<file path="config.mk">
export PLATFORM = sky130hd
export DESIGN_NAME = fetch_dispatch
export DESIGN_NICKNAME = d
export VERILOG_FILES = /design/src/rtl/fetch_dispatch.sv
export SDC_FILE = /design/constraint.sdc
export NUM_CORES = 2
export LEC_CHECK = 0
export BUFFER_PORTS_ARGS = -buffer_cell sky130_fd_sc_hd__buf_2
export CORE_AREA = 2 2 471 473
export DETAILED_ROUTE_END_ITERATION = 10
export DIE_AREA = 0 0 473 475
export PLACE_DENSITY = 0.54
export SKIP_LAST_GASP = 1
export SLEW_MARGIN = 20
export SYNTH_ARGS = -nofsm -noshare
export SYNTH_HDL_FRONTEND = slang
export SYNTH_SLANG_ARGS = --single-unit
</file>
<file path="constraint.sdc">
create_clock -name clk -period 9 [get_ports clk]
set_clock_uncertainty 0.2 [all_clocks]
set_input_delay 2.25 -clock clk [delete_from_list [all_inputs] [get_ports clk]]
set_output_delay 2.25 -clock clk [all_outputs]
set_load 0.02 [all_outputs]
</file>
<file path="src/rtl/fetch_dispatch.sv">
// Instruction fetch unit: requests cache lines, scans one word per cycle, resolves
// jumps and bgt branches locally, and queues issuable instructions for dispatch.
module fetch_dispatch #(
  parameter int WORD_W     = 32,
  parameter int LINE_WORDS = 32,
  parameter int PC_W       = 32,
  parameter int QDEPTH     = 8,
  parameter int REG_W      = 6
) (
  input  logic                         clk,
  input  logic                         rst,
  output logic                         line_req,
  output logic [PC_W-1:0]              line_addr,
  input  logic                         line_valid,
  input  logic [LINE_WORDS*WORD_W-1:0] line_data,
  output logic                         disp_valid,
  input  logic                         disp_ready,
  output logic [WORD_W-1:0]            disp_inst,
  output logic [PC_W-1:0]              disp_pc,
  output logic [REG_W-1:0]             rd_addr0,
  output logic [REG_W-1:0]             rd_addr1,
  input  logic                         rd_ready0,
  input  logic                         rd_ready1,
  input  logic signed [WORD_W-1:0]     rd_data0,
  input  logic signed [WORD_W-1:0]     rd_data1,
  output logic                         halted,
  output logic [$clog2(QDEPTH):0]      q_count
);
  localparam int WB    = WORD_W / 8;
  localparam int WB_W  = $clog2(WB);
  localparam int IDX_W = $clog2(LINE_WORDS);
  localparam int OFF_W = IDX_W + WB_W;
  localparam int QA_W  = $clog2(QDEPTH);
  localparam int CNT_W = QA_W + 1;
  localparam int JO_W  = WORD_W - 4;
  localparam logic [PC_W-1:0] PC_STEP   = PC_W'(WB);
  localparam logic [PC_W-1:0] LINE_MASK = PC_W'((1 << OFF_W) - 1);
  localparam logic [PC_W-1:0] TGT_MASK  = ~PC_W'(3);

  localparam logic [3:0] OP_HALT = 4'b0001, OP_ADD = 4'b1000, OP_MUL = 4'b1001;
  localparam logic [3:0] OP_BGT  = 4'b1010, OP_LW  = 4'b1100, OP_SW  = 4'b1101;
  localparam logic [3:0] OP_JUMP = 4'b1110, OP_MV  = 4'b1111;

  typedef enum logic [1:0] {REQ, SCAN, BR_WAIT, HALT} state_t;

  state_t                     state_reg, state_next;
  logic [PC_W-1:0]            pc_reg, pc_next;
  logic [IDX_W-1:0]           idx_reg, idx_next;
  logic [LINE_WORDS*WORD_W-1:0] line_reg;
  logic [REG_W-1:0]           rd_addr0_reg, rd_addr0_next, rd_addr1_reg, rd_addr1_next;
  logic                       halted_reg, halted_next;
  logic [QA_W-1:0]            head_reg, tail_reg;
  logic [CNT_W-1:0]           count_reg;
  logic [WORD_W-1:0]          fifo_inst [QDEPTH];
  logic [PC_W-1:0]            fifo_pc   [QDEPTH];

  logic [WORD_W-1:0] line_words [LINE_WORDS];
  logic [WORD_W-1:0] cur_inst;
  logic [3:0]        opcode;
  logic [PC_W-1:0]   pc_seq, jump_tgt, br_tgt;
  logic              last_word, is_issue, can_enq, enq, deq, line_take;

  // Word 0 of a line occupies the most significant bits.
  for (genvar gi = 0; gi < LINE_WORDS; gi++) begin : g_words
    assign line_words[gi] = line_reg[(LINE_WORDS-1-gi)*WORD_W +: WORD_W];
  end

  assign cur_inst  = line_words[idx_reg];
  assign opcode    = cur_inst[WORD_W-1 -: 4];
  assign last_word = (idx_reg == IDX_W'(LINE_WORDS - 1));
  assign pc_seq    = pc_reg + PC_STEP;
  assign jump_tgt  = (pc_reg + {{(PC_W-JO_W){cur_inst[JO_W-1]}}, cur_inst[JO_W-1:0]}) & TGT_MASK;
  assign br_tgt    = (pc_reg + {{(PC_W-16){cur_inst[15]}}, cur_inst[15:0]}) & TGT_MASK;
  assign is_issue  = (opcode == OP_ADD) || (opcode == OP_MUL) || (opcode == OP_LW) ||
                     (opcode == OP_SW)  || (opcode == OP_MV);
  assign deq       = disp_valid && disp_ready;
  // A full queue still accepts when the head leaves in the same cycle.
  assign can_enq   = (count_reg != CNT_W'(QDEPTH)) || deq;
  assign enq       = (state_reg == SCAN) && (is_issue || opcode == OP_HALT) && can_enq;
  assign line_take = (state_reg == REQ) && line_valid;

  always_ff @(posedge clk) begin
    if (rst) begin
      state_reg    <= REQ;
      pc_reg       <= '0;
      idx_reg      <= '0;
      line_reg     <= '0;
      rd_addr0_reg <= '0;
      rd_addr1_reg <= '0;
      halted_reg   <= 1'b0;
      head_reg     <= '0;
      tail_reg     <= '0;
      count_reg    <= '0;
    end else begin
      state_reg    <= state_next;
      pc_reg       <= pc_next;
      idx_reg      <= idx_next;
      rd_addr0_reg <= rd_addr0_next;
      rd_addr1_reg <= rd_addr1_next;
      halted_reg   <= halted_next;
      if (line_take) line_reg <= line_data;
      if (enq) tail_reg <= tail_reg + 1'b1;
      if (deq) head_reg <= head_reg + 1'b1;
      count_reg <= count_reg + CNT_W'(enq) - CNT_W'(deq);
    end
  end

  always_ff @(posedge clk) begin
    if (enq) begin
      fifo_inst[tail_reg] <= cur_inst;
      fifo_pc[tail_reg]   <= pc_reg;
    end
  end

  always_comb begin
    state_next    = state_reg;
    pc_next       = pc_reg;
    idx_next      = idx_reg;
    rd_addr0_next = rd_addr0_reg;
    rd_addr1_next = rd_addr1_reg;
    halted_next   = halted_reg;
    case (state_reg)
      REQ: begin
        if (line_valid) begin
          idx_next   = pc_reg[OFF_W-1:WB_W];
          state_next = SCAN;
        end
      end
      SCAN: begin
        if (opcode == OP_JUMP) begin
          pc_next    = jump_tgt;
          state_next = REQ;
        end else if (opcode == OP_BGT) begin
          rd_addr0_next = cur_inst[WORD_W-5 -: REG_W];
          rd_addr1_next = cur_inst[WORD_W-5-REG_W -: REG_W];
          state_next    = BR_WAIT;
        end else if (opcode == OP_HALT) begin
          if (can_enq) begin
            halted_next = 1'b1;
            state_next  = HALT;
          end
        end else if (!is_issue || can_enq) begin
          pc_next    = pc_seq;
          idx_next   = idx_reg + 1'b1;
          state_next = last_word ? REQ : SCAN;
        end
      end
      BR_WAIT: begin
        // Wait for older instructions to leave the queue so their producers are visible.
        if (count_reg == '0 && rd_ready0 && rd_ready1) begin
          if (rd_data0 > rd_data1) begin
            pc_next    = br_tgt;
            state_next = REQ;
          end else begin
            pc_next    = pc_seq;
            idx_next   = idx_reg + 1'b1;
            state_next = last_word ? REQ : SCAN;
          end
        end
      end
      default: state_next = HALT;
    endcase
  end

  always_comb begin
    line_req   = (state_reg == REQ) && !rst;
    line_addr  = pc_reg & ~LINE_MASK;
    disp_valid = (count_reg != '0);
    disp_inst  = disp_valid ? fifo_inst[head_reg] : '0;
    disp_pc    = disp_valid ? fifo_pc[head_reg] : '0;
    rd_addr0   = rd_addr0_reg;
    rd_addr1   = rd_addr1_reg;
    halted     = halted_reg;
    q_count    = count_reg;
  end
endmodule

</file>
==> impl_metrics.tcl <==
set metrics [dict create \
    syn_area_per_cell_um2 10.3 \
    timing.final.crit_share_pct 75.7 \
    area_growth_pct 21.4 \
    final_net_count 8700 \
    critPathKind "reg -> reg" \
    hold_viol 0 \
    largest_register_ffs 1024 \
    route.detailed.drc 0 \
    clk_latency_ns 0.86 \
    drive_gt1_share_pct 26.7 \
    synth_area_mm2 0.0679 \
    worstReg2RegEnd "fifo_pc[6][29]$_DFFE_PP_" \
    die_x_um 473 \
    clk_pin_slew_ns 0.06 \
    totalWireLength_mm 291 \
    min_path_cells 2 \
    rows 172 \
    dp_slack_ns 2.09 \
    htreeDepth 4 \
    max_freq_mhz 147 \
    hold_buffers 0 \
    routedWlPerCell_um 27.5 \
    ctsResizeCount 0 \
    synth_cells 6581 \
    overflow 0 \
    crit_fanout 39 \
    irDropWorstVdd_mv 0.218 \
    ys_async_sr_fraction_pct 0 \
    hold_path.startpoint "line_reg[399]$_SDFFE_PP0P_" \
    ys_seq_area_share_pct 54.0 \
    cts_tree "done" \
    place_hpwl_mm 219 \
    end_kind "flip-flop" \
    grt_first_pass_wirelength_mm 400 \
    most-common-layout-cells "2,131 x nand2_1, 1,199 x buf_2, 1,095 x a21oi_1, 1,079 x dfxtp_1, 496 x edfxtp_1" \
    power.density_mw_per_mm2 294 \
    post_cts_buffers 0 \
    busiest_layer "met2" \
    track_usage_pct 25.1 \
    use_met1_pct 34.0 \
    clockRootBuffer "clkbuf_16" \
    drt_iter0_markers 6552 \
    worst_slack_ns 2.19 \
    vias 56400 \
    critPathLaunchType "flip-flop" \
    core_mm2 0.219 \
    tightest_slew_ns 1.24 \
    timing.rr.start "idx_reg[0]$_SDFFE_PP0P_" \
    hp-class "reg -> reg" \
    yosys.cell_types.count 73 \
    whs_endpoint "line_reg[399]$_SDFFE_PP0P_" \
    mostFrequentLayoutCell "nand2_1" \
    gp_congestion 0.933 \
    grt_max_degree 223 \
    cts_num_sinks 1583 \
    slew_violations 0 \
    arrival_ns 7.04 \
    fp.dieArea_mm2 0.225 \
    status "completed" \
    r2r_slack_ns 2.19 \
    synth-warning-count 0 \
    first_pass_iters 6 \
    hold_ws_ns 0.253 \
    cts_buffer_depth 3 \
    start_util_pct 31.0 \
    finalCriticalPeriod_ns 6.81 \
    chipHeight_um 475 \
    grt_antenna_before_repair 160 \
    via_per_inst 5.33 \
    ant_nets 0 \
    slew-limit-headroom_pct 17.6 \
    synth_edf_count 496 \
    use_met3_pct 4.80 \
    worstPathRequired_ns 9.22 \
    cts_buffers 175 \
    drv_cap 0 \
    ios 1209 \
    first_global_vias 53200 \
    total_leakage_power_nw 30.6 \
    synth-seq-cells 1583 \
    setup_tns_ns 0 \
    use_met2_pct 38.6 \
    port-buffer-count 1199 \
    reg2reg_depth 10 \
    rsz0062_at_grt "no" \
    setup_violations 0 \
    synth_ff_type "dfxtp_1" \
]
## kinds of logic after synthesis
group	count (synthesis)	synth area share [%]
other	1	0.00552
buffers and inverters	589	3.60
AO/OA/AOI/OAI	1293	10.2
XOR/XNOR	52	0.670
adder cells (fa/ha/maj)	91	1.69
flip-flops	1583	54.0
multiplexers	553	16.0
AND/OR/NAND/NOR	2419	13.9
## metal layers
metal  share of wire [%]  vias up
li1                    -    25000
met1                  42    28100
met2                  46     2759
met3                 8.0      556
met4                 4.4       50
met5                0.11        -
## report_power, final
group          internal (mW)  total, mW  switching (mW)  leakage [nW]
registers               8.46       9.27           0.812          13.5
logic                   2.61       7.54            4.93          14.3
clock network           4.29       7.44            3.14          2.90
total                   15.4       24.3            8.88          30.6
## cells in the mapped netlist (40+ instances only)
cell type  number  area, um2
nor2_1        139        522
buf_2          40        200
dfxtp_1      1087      21800
edfxtp_1      496      14900
nand2_1      2132       8000
mux2i_1        97        971
mux4_2        425       9570
clkbuf_1      389       1460
o21ai_0        48        240
nand3_1        43        215
a21oi_1      1097       5490
inv_1          61        229
ha_1           90       1130
buf_1          55        206
## area by class of cell
cell class	instances	area, um2
repair buffers	1276	6830
multi-input cells	4417	29000
clock inverters	72	1060
diodes	71	178
clock buffers	244	4930
inverters	62	235
well taps	2871	3590
fillers	22000	137000
flip-flops and latches	1583	36700
## how the worst max path moves through the flow
stage | startpoint | endpoint | slack, ns | cells past startpoint
finish | idx_reg[0]$_SDFFE_PP0P_ | fifo_pc[6][29]$_DFFE_PP_ | 2.19 | 10
detailed placement | idx_reg[0]$_SDFFE_PP0P_ | fifo_pc[6][20]$_DFFE_PP_ | 2.09 | 10
global route | idx_reg[0]$_SDFFE_PP0P_ | fifo_inst[6][27]$_DFFE_PP_ | 1.88 | 10
global placement | idx_reg[0]$_SDFFE_PP0P_ | fifo_pc[6][23]$_DFFE_PP_ | 2.26 | 10
CTS | idx_reg[0]$_SDFFE_PP0P_ | fifo_pc[6][29]$_DFFE_PP_ | 2.09 | 10
floorplan | disp_ready | fifo_inst[2][0]$_DFFE_PP_ | 0.75 | 5
## stage by stage
step | util [%] | area (um2) | cells | power [mW]
after floorplan | - | 68000 | 6589 | 13.9
after global placement | 34.8 | 76300 | 10200 | 16.8
after detailed placement | 34.8 | 76300 | 10200 | 17.0
after CTS | 37.5 | 82300 | 10500 | 24.4
after global routing | 37.6 | 82400 | 10600 | 25.3
final | 37.6 | 82500 | 10600 | 24.3
## critical path, stage by stage (launching register included)
cell and delay (ns):
dfxtp_4 0.89, buf_4 0.46, mux4_2 0.63, a22o_1 0.24, nor4b_2 0.79, nor2_1 0.44, o21ai_0 0.59, nand3_1 0.25
or2_2 0.41, nor2_4 0.80, buf_4 0.70
Note: power is estimated with default switching activity, not from simulation.
